### config.mk
export PLATFORM = sky130hd
export DESIGN_NAME = vp_key_sched
export DESIGN_NICKNAME = d
export VERILOG_FILES = /design/src/rtl/vp_key_sched.sv
export SDC_FILE = /design/constraint.sdc
export NUM_CORES = 1
export LEC_CHECK = 0
export CAP_MARGIN = 20
export CORE_MARGIN = 5
export CORE_UTILIZATION = 53
export DETAILED_ROUTE_END_ITERATION = 8
export GPL_ROUTABILITY_DRIVEN = 0
export PLACE_DENSITY = 0.75
export SYNTH_ARGS = -nofsm -noshare
export SYNTH_HDL_FRONTEND = slang
export SYNTH_SLANG_ARGS = --single-unit
### constraint.sdc
create_clock -name clk_i -period 2.75 [get_ports clk_i]
set_clock_uncertainty 0.2 [all_clocks]
set_input_delay 0.55 -clock clk_i [delete_from_list [all_inputs] [get_ports clk_i]]
set_output_delay 0.55 -clock clk_i [all_outputs]
set_load 0.05 [all_outputs]
### src/rtl/vp_key_sched.sv
// vp_key_sched: merges PS/2 key events and gamepad numpad edges into one
// ordered event stream for vp_keymap. Each event is issued as a one-cycle
// strobe followed by a quiet gap so the console key scan can see it.
//
// Ports:
//   clk_i           system clock (clk_sys)
//   res_n_i         asynchronous active-low reset
//   flush_i         synchronous clear of queue, joystick tracking and FSM
//   ps2_valid_i     one-cycle strobe for a new PS/2 event
//   ps2_ascii_i     ASCII code of the PS/2 event (8'h00 = unmapped, ignored)
//   ps2_released_i  1 = key release, 0 = key press
//   joy_numpad_i    numpad button levels, bit0="1" .. bit8="9", bit9="0"
//   rx_data_ready_o one-cycle event strobe to vp_keymap
//   rx_ascii_o      event code, holds last issued value outside the strobe
//   rx_released_o   event release flag, holds last issued value
//   level_o         queue occupancy
//   overflow_o      sticky: a PS/2 event was dropped on a full queue
module vp_key_sched #(
  parameter int FIFO_DEPTH = 8,
  parameter int GAP_CYCLES = 4096,
  parameter int JOY_BITS   = 10
) (
  input  logic                        clk_i,
  input  logic                        res_n_i,
  input  logic                        flush_i,
  input  logic                        ps2_valid_i,
  input  logic [7:0]                  ps2_ascii_i,
  input  logic                        ps2_released_i,
  input  logic [JOY_BITS-1:0]         joy_numpad_i,
  output logic                        rx_data_ready_o,
  output logic [7:0]                  rx_ascii_o,
  output logic                        rx_released_o,
  output logic [$clog2(FIFO_DEPTH):0] level_o,
  output logic                        overflow_o
);

  // state | meaning
  // IDLE  | waiting for a queued event; pops and strobes it when one exists
  // GAP   | quiet period after a strobe, gap counter running down to 0

  localparam int AW = $clog2(FIFO_DEPTH);
  localparam int LW = AW + 1;
  localparam int CW = $clog2(GAP_CYCLES + 1);
  localparam int IW = (JOY_BITS > 1) ? $clog2(JOY_BITS) : 1;

  typedef enum logic {IDLE, GAP} state_t;

  state_t              state;
  logic [CW-1:0]       gap_cnt;

  // PS/2 input stage; gives PS/2 and joystick events the same two-edge
  // path to the strobe.
  logic                ps2_vld_q;
  logic [7:0]          ps2_ascii_q;
  logic                ps2_rel_q;

  logic [JOY_BITS-1:0] prev;
  logic [JOY_BITS-1:0] pending;
  logic [JOY_BITS-1:0] chg;
  logic [JOY_BITS-1:0] svc_mask;
  logic                joy_hit;
  logic [IW-1:0]       joy_idx;
  logic [7:0]          joy_ascii;

  logic [8:0]          mem [FIFO_DEPTH];
  logic [AW-1:0]       wr_ptr;
  logic [AW-1:0]       rd_ptr;
  logic [8:0]          wr_data;
  logic                full;
  logic                pop;
  logic                can_push;
  logic                push_ps2;
  logic                push_joy;
  logic                push;
  logic                drop;

  assign chg  = joy_numpad_i ^ prev;
  assign full = (level_o == LW'(FIFO_DEPTH));
  assign pop  = (state == IDLE) && (level_o != '0);
  // A full queue still accepts a write in the cycle the FSM pops the head.
  assign can_push = !full || pop;
  assign push_ps2 = ps2_vld_q && can_push;
  assign drop     = ps2_vld_q && !can_push;
  assign push_joy = !ps2_vld_q && can_push && joy_hit;
  assign push     = push_ps2 || push_joy;

  // Lowest set pending bit wins.
  always_comb begin
    joy_hit = 1'b0;
    joy_idx = '0;
    for (int i = JOY_BITS - 1; i >= 0; i--) begin
      if (pending[i]) begin
        joy_hit = 1'b1;
        joy_idx = IW'(i);
      end
    end
  end

  always_comb begin
    joy_ascii = 8'h30;
    if (8'(joy_idx) < 8'd9) joy_ascii = 8'h31 + 8'(joy_idx);
  end

  assign svc_mask = push_joy ? (JOY_BITS'(1) << joy_idx) : '0;
  // Joystick events carry the level at service time, not at edge time.
  assign wr_data  = push_ps2 ? {ps2_rel_q, ps2_ascii_q} : {~prev[joy_idx], joy_ascii};

  always_ff @(posedge clk_i or negedge res_n_i) begin
    if (!res_n_i) begin
      ps2_vld_q   <= 1'b0;
      ps2_ascii_q <= '0;
      ps2_rel_q   <= 1'b0;
      prev        <= '0;
      pending     <= '0;
      wr_ptr      <= '0;
      rd_ptr      <= '0;
      level_o     <= '0;
      overflow_o  <= 1'b0;
    end else if (flush_i) begin
      ps2_vld_q   <= 1'b0;
      ps2_ascii_q <= '0;
      ps2_rel_q   <= 1'b0;
      prev        <= '0;
      pending     <= '0;
      wr_ptr      <= '0;
      rd_ptr      <= '0;
      level_o     <= '0;
      overflow_o  <= 1'b0;
    end else begin
      ps2_vld_q   <= ps2_valid_i && (ps2_ascii_i != 8'h00);
      ps2_ascii_q <= ps2_ascii_i;
      ps2_rel_q   <= ps2_released_i;
      prev        <= joy_numpad_i;
      // A bit that changes again in its service cycle stays pending.
      pending     <= (pending & ~svc_mask) | chg;
      if (drop) overflow_o <= 1'b1;
      if (push) wr_ptr <= wr_ptr + AW'(1);
      if (pop)  rd_ptr <= rd_ptr + AW'(1);
      case ({push, pop})
        2'b10:   level_o <= level_o + LW'(1);
        2'b01:   level_o <= level_o - LW'(1);
        default: level_o <= level_o;
      endcase
    end
  end

  always_ff @(posedge clk_i) begin
    if (push) mem[wr_ptr] <= wr_data;
  end

  always_ff @(posedge clk_i or negedge res_n_i) begin
    if (!res_n_i) begin
      state           <= IDLE;
      gap_cnt         <= '0;
      rx_data_ready_o <= 1'b0;
      rx_ascii_o      <= '0;
      rx_released_o   <= 1'b0;
    end else if (flush_i) begin
      state           <= IDLE;
      gap_cnt         <= '0;
      rx_data_ready_o <= 1'b0;
      rx_ascii_o      <= '0;
      rx_released_o   <= 1'b0;
    end else begin
      case (state)
        IDLE: begin
          rx_data_ready_o <= 1'b0;
          if (pop) begin
            {rx_released_o, rx_ascii_o} <= mem[rd_ptr];
            rx_data_ready_o <= 1'b1;
            gap_cnt         <= CW'(GAP_CYCLES);
            state           <= GAP;
          end
        end
        GAP: begin
          rx_data_ready_o <= 1'b0;
          gap_cnt         <= gap_cnt - CW'(1);
          // Counter reaches 0 on the same edge that returns to IDLE, so
          // strobes are GAP_CYCLES+1 clocks apart under back-to-back load.
          if (gap_cnt == CW'(1)) state <= IDLE;
        end
        default: state <= IDLE;
      endcase
    end
  end

endmodule

# After elaboration in Yosys (flattened, before gate mapping)
# Memories as Yosys holds them, arrays and structs flattened.
# Cells that the tools add are included.
[word_totals] memories=1 reg_bits=65 input_bits=23 ramBits=72 out_inout_bits=15
[op_classes] n_addsub=6 order_cmp=2 n_eq_ne=6 n_bitwise=6 n_mux=55 reduce_logical=18 shift=1
[mem_list] memory="mem" depth=8 width=9 rd=1 rd_ports_with_merged_regs=0 wr=1 line_no="65" source="logic [8:0] mem [FIFO_DEPTH];"
[op_table] operator="$mux W4" n=11
[op_table] operator="$mux W8" n=4
[op_table] operator="$mux W10" n=3
[op_table] operator="$mux W13" n=2
[op_table] operator="$pmux W13 S2" n=1
[op_table] operator="$mux W1" n=24
[op_table] operator="$eq A13 B1 Y1 const B" n=1
[op_table] operator="$sub A13 B1 Y13 const B" n=1
[op_table] operator="$mux W3" n=4
[op_table] operator="$and A10 B10 Y10" n=1
[op_table] operator="$not A10 Y10" n=1
[op_table] operator="$or A10 B10 Y10" n=1
[op_table] operator="$shl A1 B4 Y10 const A" n=1
[op_table] operator="$xor A10 B10 Y10" n=1
[op_table] operator="$mux W9" n=1
[op_table] operator="$pmux W4 S2" n=1
[op_table] operator="$reduce_bool A8 Y1" n=1
[op_table] operator="$add A6 B4 Y7 const A" n=1
[op_table] operator="$mux W7" n=1
[op_table] operator="$add A3 B1 Y3 const B" n=2
[op_table] operator="$logic_and A1 B1 Y1" n=6
[op_table] operator="$reduce_bool A2 Y1" n=3
[op_table] operator="$lt A4 B5 Y1 const B" n=1
[op_table] operator="$add A4 B1 Y4 const B" n=1
[op_table] operator="15 further kinds" n=20

# Longest topological paths before layout
[depth] depth_word=16 mapped_depth=10

# Worst setup path after synthesis
# No wires, ideal clock.
[synth_path] kind="register -> register" from="register level_o[1]" to="register level_o[3]" arrival_ns=2.550 path_stages_with_launch=11 t_required_ns=2.425 setup_slack_ns=-0.125 path_cell_list="dfrtp_1 -> clkbuf_2 -> nor4_1 -> nor2_2 -> nand2_1 -> inv_1 -> ha_1 -> o21ai_0 -> a21oi_1 -> a311oi_2 -> mux2_4"
[synth_between] elab_chain_len=9
[synth_rtl] item="start, declared" line_no="33" source="output logic [$clog2(FIFO_DEPTH):0] level_o,"
[synth_rtl] item="start signal, assigned" line_no="140" source="2'b10: level_o <= level_o + LW'(1);"
[synth_rtl] item="start signal, assigned" line_no="141" source="2'b01: level_o <= level_o - LW'(1);"
[synth_rtl] item="start signal, assigned" line_no="142" source="default: level_o <= level_o;"
[synth_rtl] item="$eq A4 B4 Y1 or $reduce_bool A4 Y1 (tied branches)" line_no="78, 79"
[synth_rtl] item="$logic_not A1 Y1 or $logic_and A1 B1 Y1 (tied branches)" line_no="81, 79"
[synth_rtl] item="$logic_or A1 B1 Y1" line_no="81" source="assign can_push = !full || pop;"
[synth_rtl] item="$logic_and A1 B1 Y1 (2 in series)" line_no="84" source="assign push_joy = !ps2_vld_q && can_push && joy_hit;"
[synth_rtl] item="$logic_or A1 B1 Y1" line_no="85" source="assign push = push_ps2 || push_joy;"
[synth_rtl] item="$eq A2 B1 Y1 or $eq A2 B2 Y1 (tied branches)" line_no="139" source="case ({push, pop})"
[synth_rtl] item="$pmux W4 S2" line_no="139"
[synth_rtl] item="$mux W4" line_no="119" source="end else if (flush_i) begin"
# Parallel ways exist; a longest one is shown, timed or not.
# A chain may end at the register's enable or synchronous reset.

# Worst setup path after layout
[layout_path] from="register pending[4]" to="register level_o[3]"
[layout_between] elab_chain_len=10
[layout_rtl] item="start, declared" line_no="58" source="logic [JOY_BITS-1:0] pending;"
[layout_rtl] item="start signal, assigned" line_no="135" source="pending <= (pending & ~svc_mask) | chg;"
[layout_rtl] item="$mux W1 (*) (5 in series)" line_no="92" source="if (pending[i]) begin"
[layout_rtl] item="$logic_and A1 B1 Y1 (*)" line_no="84"
[layout_rtl] item="$logic_or A1 B1 Y1 (*)" line_no="85"
[layout_rtl] item="$eq A2 B1 Y1 or $eq A2 B2 Y1 (tied branches)" line_no="139"
[layout_rtl] item="$pmux W4 S2" line_no="139"
[layout_rtl] item="$mux W4" line_no="119"
# Mark *: on every way between the ends. The rest lies on a longest branch, timed or not.

==> impl_metrics.toml <==
[hold_path]
hp-start = "gap_cnt[5]"
hp-class = "register to register"

[global_routing]
antenna_found_initial = 0
grt_pass1_vias = 4044
grt_overflow = 0
grt_max_degree = 58
grtUsageTotal_pct = 19.8
grt_pass1_wl_microns = 20400

[finish]
nNetsFinal = 571
regArea_sq_um = 3790
utilization_pct = 65.7
syn_to_final_growth_pct = 22.5
n_antenna_cell = 0
drive_gt1_share_pct = 19.7
fillers = 835
multi_input_area_sq_um = 2180

[power]
peakVddDrop_v = 0.000708
pwr-share-clk_pct = 32.0
p_int_w = 0.00472
power_density_nw_per_um2 = 931
swShare_pct = 31.9
finalPower_w = 0.00692
p_comb_share_pct = 29.7
pwr-share-seq_pct = 38.3
power.leakage_nw = 2.87
p_switching_w = 0.00221

[worst_setup_path]
crit-reg2reg-launch = "pending[4]"
cp_top_family = "simple AND/OR/NAND/NOR gates"
required_ps = 2850
cp-start-kind = "register"
criticalPathCategory = "register to register"
crit_chain = "or4_4 -> nor4_4 -> nand2_2 -> inv_2 -> ha_4 -> o21ai_2 -> a21oi_2 -> a311oi_2 -> mux2_4"
crit_path_end_kind = "register"
max_stage_delay_ps = 570
slowest_stage = "or4_4"
reg2reg_slack_ps = 70
critPathMaxFanout = 3
arrival_ps = 2790
crit_start = "pending[4]"
crit_buf_inv = 1

[die]
die_area_sq_um = 13700
die_h_microns = 117
ios = 38
die_x_microns = 117
fp.coreArea_sq_um = 11300
floorplan.initialDensity_pct = 53.6
rows = 39

[timing]
rsz0062_at_grt = "true"
slew_viol_final = 0
max_slew_margin_pct = 59.1
hold_viol = 0
worst_slew_pin_slew_ps = 610
finalCriticalPeriod_ps = 2680
period_share_pct = 97.6
setup-violations-final = 0
max_freq_mhz = 372
fin_worst_hold_slack_ps = 304

[cts]
cts_sinks = 137
worst_skew_pair.late_latency_ps = 420
cts_tree = "done"
cts_buffers = 17
path_clk_slew_ps = 60
cts_root_buf = "clkbuf_16"
cts_max_path_buffers = 2
htree_levels = 4

[routing]
drt-total-wl_microns = 12200
dr.pass1.iters = 4
drt_iter0_drc = 361
post_drt_wl_per_cell_microns = 17.6
postRouteAntennaNets = 0
routed_via_density = 5.67
route.detailed.drc = 0
vias = 3918

[synthesis]
synth_area_sq_um = 6070
yosysTopAreaCell = "edfxtp_1"
ys_ff_latch = 137
ys_async_sr_fraction_pct = 47.4
synthesis.nets = 497
syn_inst = 461
synth.avg_cell_area_sq_um = 13.2
synthTopCellsByArea = "edfxtp_1, dfrtp_1, mux4_2"
synth.distinct_cells = 46
synth-seq-area-share_pct = 62.4
synth_top_area_share_pct = 35.6
yosys_most_used_dff = "edfxtp_1"
yosys_warnings = 0
synth_enable_flop_cells = 72

[place]
io_buffer_count = 37
dp_hpwl_microns = 7920

[job]
cap_violations = 0

[run_status]
outcome = "finished, final reports clean"
==> placed cells by master, fill, tap and decap left out, types with 3 or more instances in the layout <==
cell             instances
a211oi_1                10
a21oi_1                 20
buf_4                   36
bufinv_16                3
clkbuf_16               17
clkdlybuf4s50_1         35
clkinv_1                 3
clkinv_2                 3
clkinvlp_4               3
dfrtp_1                 64
edfxtp_1                72
ha_1                    12
inv_1                   11
mux2i_1                 13
mux4_2                  18
nand2_1                 30
nand2b_1                 8
nand3_1                  6
nor2_1                  52
nor2b_1                 21
nor3_1                   8
nor4_1                   8
o21ai_0                 21
o31ai_1                  5
o31ai_2                  3
o41ai_1                  3
or2_2                    4
xnor2_1                  9
xor2_1                   9
==> path summary, 6_finish.rpt <==
kind,cells past startpoint,to
max,9,level_o[3]
min,1,gap_cnt[5]
max reg2reg,9,level_o[3]
min reg2reg,1,gap_cnt[5]
max in group asynchronous,3,level_o[1]
min in group asynchronous,2,rx_ascii_o[6]
==> per-layer routing <==
metal	global-route usage (%)	share of wire, %	vias to the layer above	routed length [microns]
met5	0	0	-	0
met4	6.57	1.6	0	190
met3	6.43	4.9	14	598
met2	32.6	50	102	6120
met1	25.0	43	1959	5280
li1	-	-	1843	-
==> state kept, by name, indices dropped and copies added, names as in the netlist, 3 cells and up <==
name / count
mem: 72
pending: 10
wr_ptr: 3
rx_ascii_o: 8
rd_ptr: 3
gap_cnt: 13
ps2_ascii_q: 8
level_o: 4
prev: 10
==> cell usage after synthesis, types with 2 or more instances <==
master,n
and2_1,2
nand2_1,31
or2_2,4
ha_1,13
a31oi_1,2
xor2_1,9
or4_4,2
buf_2,3
nand2b_1,8
nand3_1,6
o21ai_0,23
buf_6,2
clkbuf_2,2
nor2_2,2
o41ai_1,3
a211oi_1,10
a21oi_1,21
edfxtp_1,72
inv_1,12
nor3b_1,2
o31ai_1,8
xnor2_1,9
mux2i_1,13
clkbuf_1,11
dfrtp_1,65
nand3b_1,2
nor2_1,52
nor3_1,8
nor2b_1,21
mux4_2,18
nor4_1,9
or3_1,2
==> per-stage QoR <==
step,setup TNS (ps),cells,worst slack (ps),instance area (sq um)
floorplan,-93.5,461,-93.5,6090
global placement,0,657,40.5,6800
detailed placement,-60.2,657,-39.5,6800
CTS,0,690,5.54,7400
global route,-41.9,691,-41.9,7440
finish,0,691,65.1,7440
==> cell families (layout without fill, tap and decap cells) <==
logic type,after synthesis,after routing,share of synthesized area (%)
adders and majority gates,13,13,2.68
and+or+nand+nor,153,153,12.6
xor gates and xnor gates,19,19,3.05
muxes,32,32,9.07
DFF,137,137,62.4
buffers and inverters,32,119,2.49
AOI/OAI and AO/OA,75,75,7.75
==> final cells by class <==
cell class              count  area share [%]
clock buffers              18            5.77
repair buffers             75            8.88
clock inverters            14            2.10
flip-flops and latches    137            51.0
well taps                 143            2.41
multi-input cells         292            29.3
inverters                  12           0.606
==> power by group through the flow <==
| stage | clock network (W) | logic [W] | registers [W] |
|---|---|---|---|
| after floorplan | 0 | 0.00123 | 0.00285 |
| after global placement | 0 | 0.00197 | 0.00266 |
| after detailed placement | 0 | 0.00202 | 0.00268 |
| final | 0.00221 | 0.00205 | 0.00265 |
| after global routing | 0.00236 | 0.00225 | 0.00269 |
| after CTS | 0.00225 | 0.00206 | 0.00265 |
==> timing repair <==
action | 4_1_cts | 5_1_grt
endpoints found under the setup margin | 9 | 17
gates cloned | 0 | 0
gates resized for setup | 2 | 6
hold buffers | 1 | 0
pin swaps | 3 | 6
setup buffers | 0 | 1
hold endpoints to repair | 8 | 0
No activity file was read; power rests on OpenSTA's default activity.
